$ cat config.mk
export PLATFORM = sky130hd
export DESIGN_NAME = minmax_scanner
export DESIGN_NICKNAME = d
export VERILOG_FILES = /design/src/rtl/minmax_pkg.sv /design/src/rtl/minmax_lane.sv /design/src/rtl/minmax_scanner.sv
export SDC_FILE = /design/constraint.sdc
export NUM_CORES = 1
export LEC_CHECK = 0
export ABC_AREA = 1
export ABC_CLOCK_PERIOD_IN_PS = 4490
export CORE_UTILIZATION = 40
export DETAILED_ROUTE_END_ITERATION = 7
export DONT_BUFFER_PORTS = 1
export MAX_ROUTING_LAYER = met4
export SYNTH_ARGS = -nofsm -noshare
export SYNTH_HDL_FRONTEND = slang
export SYNTH_SLANG_ARGS = --single-unit
$ cat constraint.sdc
create_clock -name clk -period 4.49 [get_ports clk]
set_clock_uncertainty 0.05 [all_clocks]
set_input_delay 0.6735 -clock clk [delete_from_list [all_inputs] [get_ports clk]]
set_output_delay 0.6735 -clock clk [all_outputs]
set_load 0.1 [all_outputs]
$ cat src/rtl/minmax_pkg.sv
// rtl/minmax_pkg.sv - shared types and signedness-aware compare helpers for minmax_scanner
package minmax_pkg;

  typedef enum logic [1:0] {IDLE, SCAN, REDUCE, DONE} state_t;

  // Helpers work on a 64-bit container so they serve any WIDTH up to 64.
  localparam int MAX_W = 64;

  function automatic int idx_w(input int depth);
    return $clog2(depth);
  endfunction

  function automatic logic [MAX_W-1:0] type_max(input int w, input bit sgn);
    logic [MAX_W-1:0] ones;
    ones = '1;
    return sgn ? (ones >> (MAX_W - w + 1)) : (ones >> (MAX_W - w));
  endfunction

  function automatic logic [MAX_W-1:0] type_min(input int w, input bit sgn);
    return sgn ? (MAX_W'(1) << (w - 1)) : '0;
  endfunction

  // Flipping the sign bit maps two's-complement order onto unsigned order.
  function automatic logic greater(input logic [MAX_W-1:0] a, input logic [MAX_W-1:0] b,
                                   input int w, input bit sgn);
    logic [MAX_W-1:0] flip;
    flip = sgn ? (MAX_W'(1) << (w - 1)) : '0;
    return (a ^ flip) > (b ^ flip);
  endfunction

endpackage

$ cat src/rtl/minmax_lane.sv
// rtl/minmax_lane.sv - one lane's running max/min accumulator with index tracking
module minmax_lane
  import minmax_pkg::*;
#(
  parameter int WIDTH  = 16,
  parameter int IDX_W  = 3,
  parameter int SIGNED = 0
) (
  input  logic             clk,
  input  logic             rst,
  input  logic             init,
  input  logic             update,
  input  logic [WIDTH-1:0] data,
  input  logic [IDX_W-1:0] idx,
  output logic [WIDTH-1:0] max,
  output logic [IDX_W-1:0] max_idx,
  output logic [WIDTH-1:0] min,
  output logic [IDX_W-1:0] min_idx
);

  localparam bit SGN = (SIGNED != 0);

  logic [MAX_W-1:0] data_x;
  logic [MAX_W-1:0] max_x;
  logic [MAX_W-1:0] min_x;

  assign data_x = MAX_W'(data);
  assign max_x  = MAX_W'(max);
  assign min_x  = MAX_W'(min);

  // Strict compares keep the earliest index, since entries arrive in ascending order.
  always_ff @(posedge clk) begin
    if (rst) begin
      max     <= '0;
      max_idx <= '0;
      min     <= '0;
      min_idx <= '0;
    end else if (init) begin
      max     <= WIDTH'(type_min(WIDTH, SGN));
      max_idx <= '0;
      min     <= WIDTH'(type_max(WIDTH, SGN));
      min_idx <= '0;
    end else if (update) begin
      if (greater(data_x, max_x, WIDTH, SGN)) begin
        max     <= data;
        max_idx <= idx;
      end
      if (greater(min_x, data_x, WIDTH, SGN)) begin
        min     <= data;
        min_idx <= idx;
      end
    end
  end

endmodule

$ cat src/rtl/minmax_scanner.sv
// rtl/minmax_scanner.sv - register file with multi-lane min/max scan and registered results
module minmax_scanner
  import minmax_pkg::*;
#(
  parameter int WIDTH  = 16,
  parameter int DEPTH  = 8,
  parameter int LANES  = 2,
  parameter int SIGNED = 0
) (
  input  logic                     clk,
  input  logic                     rst,
  input  logic                     wr_en,
  input  logic [$clog2(DEPTH)-1:0] wr_addr,
  input  logic [WIDTH-1:0]         wr_data,
  input  logic                     start,
  output logic                     wr_drop,
  output logic                     busy,
  output logic                     valid,
  output logic [WIDTH-1:0]         max,
  output logic [$clog2(DEPTH)-1:0] max_idx,
  output logic [WIDTH-1:0]         min,
  output logic [$clog2(DEPTH)-1:0] min_idx
);

  localparam int IDX_W = idx_w(DEPTH);
  localparam bit SGN   = (SIGNED != 0);

  state_t state;
  state_t next_state;

  logic scan_init;
  logic scan_update;
  logic reduce_load;
  logic accept_wr;

  logic [WIDTH-1:0] regs [DEPTH];
  logic [IDX_W-1:0] base;

  logic [WIDTH-1:0] lane_max     [LANES];
  logic [IDX_W-1:0] lane_max_idx [LANES];
  logic [WIDTH-1:0] lane_min     [LANES];
  logic [IDX_W-1:0] lane_min_idx [LANES];

  logic [WIDTH-1:0] red_max;
  logic [IDX_W-1:0] red_max_idx;
  logic [WIDTH-1:0] red_min;
  logic [IDX_W-1:0] red_min_idx;

  always_ff @(posedge clk) begin
    if (rst) state <= IDLE;
    else     state <= next_state;
  end

  always_comb begin
    next_state  = state;
    scan_init   = 1'b0;
    scan_update = 1'b0;
    reduce_load = 1'b0;
    accept_wr   = 1'b0;
    case (state)
      IDLE, DONE: begin
        accept_wr = wr_en;
        if (start) begin
          next_state = SCAN;
          scan_init  = 1'b1;
        end
      end
      SCAN: begin
        scan_update = 1'b1;
        if (base == IDX_W'(DEPTH - LANES)) next_state = REDUCE;
      end
      REDUCE: begin
        reduce_load = 1'b1;
        next_state  = DONE;
      end
      default: next_state = IDLE;
    endcase
  end

  assign busy = (state == SCAN) || (state == REDUCE);

  for (genvar l = 0; l < LANES; l++) begin : g_lane
    logic [IDX_W-1:0] rd_idx;
    assign rd_idx = base + IDX_W'(l);

    minmax_lane #(
      .WIDTH (WIDTH),
      .IDX_W (IDX_W),
      .SIGNED(SIGNED)
    ) u_lane (
      .clk    (clk),
      .rst    (rst),
      .init   (scan_init),
      .update (scan_update),
      .data   (regs[rd_idx]),
      .idx    (rd_idx),
      .max    (lane_max[l]),
      .max_idx(lane_max_idx[l]),
      .min    (lane_min[l]),
      .min_idx(lane_min_idx[l])
    );
  end

  // Fold the lanes; on equal values the lower index wins.
  always_comb begin
    red_max     = lane_max[0];
    red_max_idx = lane_max_idx[0];
    red_min     = lane_min[0];
    red_min_idx = lane_min_idx[0];
    for (int l = 1; l < LANES; l++) begin
      if (greater(MAX_W'(lane_max[l]), MAX_W'(red_max), WIDTH, SGN) ||
          (lane_max[l] == red_max && lane_max_idx[l] < red_max_idx)) begin
        red_max     = lane_max[l];
        red_max_idx = lane_max_idx[l];
      end
      if (greater(MAX_W'(red_min), MAX_W'(lane_min[l]), WIDTH, SGN) ||
          (lane_min[l] == red_min && lane_min_idx[l] < red_min_idx)) begin
        red_min     = lane_min[l];
        red_min_idx = lane_min_idx[l];
      end
    end
  end

  always_ff @(posedge clk) begin
    if (rst) begin
      for (int i = 0; i < DEPTH; i++) regs[i] <= '0;
      base    <= '0;
      wr_drop <= 1'b0;
      valid   <= 1'b0;
      max     <= '0;
      max_idx <= '0;
      min     <= '0;
      min_idx <= '0;
    end else begin
      wr_drop <= wr_en && busy;
      if (accept_wr) regs[wr_addr] <= wr_data;
      if (scan_init) begin
        base  <= '0;
        valid <= 1'b0;
      end else if (scan_update) begin
        base <= base + IDX_W'(LANES);
      end
      if (reduce_load) begin
        max     <= red_max;
        max_idx <= red_max_idx;
        min     <= red_min;
        min_idx <= red_min_idx;
        valid   <= 1'b1;
      end
    end
  end

endmodule

# [Word-level counts from Yosys, hierarchy flattened]
# Memories as Yosys holds them, arrays and structs flattened. A register that Yosys moved wholly into a read port is not among the register bits.
# Index checks and enable logic that the tools add are counted.
[totals] mem_bits_ro=0 out_inout_bits=41 inputBits=23 reg_bits=121 ramBits=128 n_memories=1 elab_cells=86 latchBits=0
[op_classes] magnitude_cmp=8 div_mod_pow=0 n_mux=30 n_bitwise=0 n_mul=0 shifts=0 reduce_logical=21 n_eq_ne=8 addsub=2
[memory_table] name="regs" depth=8 word_bits=16 read_ports=2 rd_ports_with_merged_regs=1 wr=8 line="minmax_scanner.sv:36" text="logic [WIDTH-1:0] regs [DEPTH];"
[op_table] op="2-to-1 mux 16 bit" n=9
[op_table] op="> comparator 16 bit" n=6
[op_table] op="equality test 16 bit" n=2
[op_table] op="OR reduction 16 bit" n=1
[op_table] op="2-to-1 mux 3 bit" n=5
[op_table] op="AND reduction 2 bit" n=7
[op_table] op="2-to-1 mux 1 bit" n=13
[op_table] op="nonzero test 2 bit" n=4
[op_table] op="< comparator 3 bit" n=2
[op_table] op="case mux 2 bit (3 select lines)" n=1
[op_table] op="equality test 2 bit (second input constant)" n=2
[op_table] op="2-to-1 mux 2 bit" n=2
[op_table] op="inequality test 2 bit (second input constant)" n=2
[op_table] op="OR reduction 2 bit" n=2
[op_table] op="adder 3 x 1 -> 3 bit (second input constant)" n=1
[op_table] op="adder 3 x 2 -> 3 bit (second input constant)" n=1
[op_table] op="equality test 3 bit (second input constant)" n=1
[op_table] op="logical AND 1 bit" n=3
[op_table] op="logical OR 1 bit" n=3
[op_table] op="equality test 2 x 1 -> 1 bit (second input constant)" n=1
[op_table] op="zero test 2 bit" n=1

# [Longest topological paths before layout]
[depth] word_depth=8 mapped_depth=20 mapped_depth_nobuf=17

# [Hierarchy]
# From an unflattened synthesis, not the netlist that was laid out.
[hier_totals] hier_cells=1718 hier_area_um2=13723.2
[by_module_without_submodules] mod="minmax_scanner" instances=1 seq_area_each_um2=4764.6 cells_per_inst=1006 area_each_um2=8814.7
[by_module_without_submodules] mod="minmax_lane (g_lane[0].u_lane)" instances=1 seq_area_each_um2=760.7 cells_per_inst=357 area_each_um2=2459.9
[by_module_without_submodules] mod="minmax_lane (g_lane[1].u_lane)" instances=1 seq_area_each_um2=760.7 cells_per_inst=355 area_each_um2=2448.6

# [Worst setup path before layout]
# No wires, ideal clock.
[synth_timing] path_kind="reg-to-reg" startpoint="register base[1]" endpoint="register g_lane[1].u_lane.min[11]" required_time_ps=4327 path_buffers=3 t_arrival_ps=2278 stages_incl_launch_ff=16 setup_time_ps=113 synth_period_minus_slack_ps=2441 path_slack_ps=2049 path_cell_list="dfxtp_1 > buf_4 > clkinv_2 > buf_4 > nand2_1 > a32oi_1 > inv_1 > ha_1 > nand4_1 > nor3_1 > a31oi_1 > nand2_2 > nand2_2 > buf_4 > o21ai_1 > nor2_1"
[synth_between] elab_chain_cells=5 word_cells_on_any_way=8 cone_classes="add/sub (1); order compare (1); mux (3); reduce/logical (2); memory (1)"
[synth_lines] element="start: declaration" line="minmax_scanner.sv:37" text="logic [IDX_W-1:0] base;"
[synth_lines] element="start signal: assignment" line="minmax_scanner.sv:141" text="base <= base + IDX_W'(LANES);"
[synth_lines] element="adder 3 x 1 -> 3 bit" line="minmax_scanner.sv:84" text="assign rd_idx = base + IDX_W'(l);"
[synth_lines] element="memory read (8 x 16 bit)"
[synth_lines] element="named net g_lane[1].u_lane.data[15]" line="minmax_lane.sv:13" text="input logic [WIDTH-1:0] data,"
[synth_lines] element="> comparator 16 bit" line="minmax_pkg.sv:28" text="return (a ^ flip) > (b ^ flip);"
[synth_lines] element="nonzero test 2 bit (no source line)"
[synth_lines] element="AND reduction 2 bit (no source line)"
[synth_lines] element="end signal: assignment" line="minmax_lane.sv:41" text="min <= WIDTH'(type_max(WIDTH, SGN));"
[synth_lines] element="end signal: assignment" line="minmax_lane.sv:49" text="min <= data;"
[synth_lines] element="end: declaration" line="minmax_lane.sv:17" text="output logic [WIDTH-1:0] min,"
# The timed path passes the listed nets, and every way through them passes these cells. The select of a mux whose other input is x is not followed.
# A chain may end at the register's enable or synchronous reset.

==> run_results.csv <==
group,metric,value,unit
synth,synth.distinct_cells,39,
synth,synthTopCellsByCount,"nand2_1 (330), nor2_1 (268), a21oi_1 (154)",
route,drt_iter0_drc,869,
floorplan,dieHeight,184,um
synth,synthTopCellsByArea,"edfxtp_1 (29%), dfxtp_1 (18%), ha_1 (9.7%), nand2_1 (9.4%), nor2_1 (7.6%)",
power_and_ir_drop,power.leakage,6.25,nW
layout,syn_to_final_growth,9.76,%
timing,finalSetupViolations,0,
critical_path,crit_fanout,32,
cts,path_clk_slew,60,ps
layout,fillers,3245,
route,num_vias,10500,
route,wl_per_cell,18.6,um
synth,synth_area_per_cell,8.31,sq um
global_route,grt_pass1_wl,58300,um
global_route,grt_pass1_vias,10100,
cts,cts_buffers,29,
floorplan,dieArea,33700,sq um
synth,synth_warnings,0,
critical_path,cp-start-kind,"register",
place,gp_congestion,0.944,
layout,antenna_cells,0,
hold_path,hold_class,"in -> reg",
layout,fin_cells,2031,
cts,postCtsSetupBuffers,0,
synth,synth_fp_nets,1713,
floorplan,initial_core_util,40.6,%
synth,async_reset_ff_share,0,%
critical_path,worstPathRequired,4880,ps
timing,post-route-period-util,83.4,%
synth,yosys_register_bits,248,
timing,min_period,3740,ps
cts,ctsLongestPathBuffers,3,
synth,synth.top_cell.area_share,29.1,%
run,drv_cap,0,
global_route,grtUsageTotal,23.3,%
cts,cts_resized,0,
place,dp_hpwl,27000,um
synth,synth_area_leader_cell,"edfxtp_1",
synth,synth.most_common_cell,"nand2_1",
critical_path,critPathKind,"reg -> reg",
floorplan,ios,64,
place,io_buffers,0,
floorplan,core,32500,sq um
place,place_inst,1978,
global_route,antenna_found_initial,0,
layout,fin_nets,1692,
critical_path,rrSetupSlack,750,ps
cts,insertion_delay,560,ps
cts,cts_sinks,248,
timing,fmax,0.267,GHz
layout,seqCellArea,6250,sq um
timing,hold_viol,0,
timing,rsz0062_at_grt,"false",
synth,mappedNetlistArea,13200,sq um
route,totalWireLength,37900,um
floorplan,num_rows,66,
synth,synth_cells,1588,
power_and_ir_drop,peakVddDrop,0.000499,V
timing,slew_viol_final,0,
timing,max_slew.worst_pin.slew,1120,ps
cts,hold_buffers,0,
floorplan,fp.dieW,184,um
cts,cts_tree,"built",
route,routed_via_density,5.19,
critical_path,cp.arrival,4130,ps
critical_path,endpoint_kind,"register",
timing,tns,0,ps
synth,synth_enable_flop_cells,128,
timing,holdWs,120,ps
route,drtAntennaViolNets,0,
global_route,grt_max_degree,44,
power_and_ir_drop,power_density,865,nW/um^2
cts,root_buffer,"clkbuf_16",
route,drtPass1Iterations,5,
timing,relSlewSlack,25.2,%
synth,synth_ff_type,"edfxtp_1",
outcome,status,"complete, no violations",
route,drc,0,
synth,synth.yosys.seq_area_share,47.3,%
layout,drive_gt1_share,8.62,%
layout,multiInputGateArea,5870,sq um
cts,htree_levels,1,
global_route,grt-ovfl-total,0,
[power by group]
group	switching (mW)	internal, mW	total [mW]
clock network	0.979	1.53	2.51
registers	1.40	2.86	4.26
logic	3.95	1.80	5.75
[stage by stage]
stage	setup slack, ps	power, mW	instance area, sq um	util, %
global route	389	13.5	14500	44.5
finish	747	12.5	14500	44.5
floorplan	2050	8.89	13200	-
CTS	805	12.5	14500	44.5
global placement	887	9.91	13500	41.4
detailed placement	865	9.98	13500	41.4
[per-layer routing]
layer  routed length [um]  share of wire, %  up-vias  GRT usage (%)
met4                 1240               3.3        0           7.77
met2                17500                46      295           37.1
li1                     -                 -     5239              -
met3                 2150               5.7       72           2.54
met5                    0                 0        -              -
met1                17000                45     4938           30.9
[critical path, stage by stage, from the launching register on]
cell and delay (ps):
dfxtp_1 300, inv_1 750, a21oi_1 80, a32oi_1 510
inv_1 130, ha_1 340, nand4_1 110, nor3_1 70
a21oi_2 340, nand3_1 510, nor2_1 330, nor2_1 80
[logic make-up after synthesis]
kind of cell | after synthesis | synth area share (%)
and+or+nand+nor | 766 | 24.7
DFF | 248 | 47.3
buffers and inverters | 239 | 8.19
AOI/OAI and AO/OA | 233 | 10.1
adders and majority gates | 102 | 9.67
[flip-flops by register name (all words and copies together) (netlist names), named ones only]
signal / flops
regs: 128
g_lane.u_lane.max: 32
g_lane.u_lane.min: 32
max: 16
min: 16
g_lane.u_lane.max_idx: 5
g_lane.u_lane.min_idx: 5
max_idx: 3
min_idx: 3
base: 2
state: 2
valid: 1
wr_drop: 1
[area by class of cell]
cell class	count	area share, %
timing repair buffer	24	1.33
inverter	163	4.23
tap	442	3.82
clock buffer	34	5.14
sequential	248	43.1
multi-input combinational	1101	40.5
clock inverter	19	1.83
[layout by cell type (no fill, tap or decap), drive strengths merged]
master	netlist	layout
o21bai	2	2
dfxtp	120	120
bufinv	0	6
inv	161	163
or2	1	1
nor2	276	276
clkinvlp	0	1
nor3	3	3
edfxtp	128	128
nand3b	1	1
nand2	338	338
a21o	1	1
a21oi	158	158
a32oi	32	32
nand4	11	11
clkinv	2	12
a21boi	2	2
o21ai	34	34
buf	56	24
o21a	3	3
a31oi	1	1
ha	102	102
nand3	136	136
clkbuf	20	34
[final timing paths]
| check | from | cells past startpoint | endpoint |
|---|---|---|---|
| hold reg to reg | g_lane[1].u_lane.max_idx[1] | 2 | g_lane[1].u_lane.max_idx[1] |
| setup reg to reg | register | 11 | g_lane[0].u_lane.min[7] |
| hold / removal | rst | 1 | max[3] |
| setup / recovery | register | 11 | g_lane[0].u_lane.min[7] |
No activity file was read; power rests on OpenSTA's default activity.
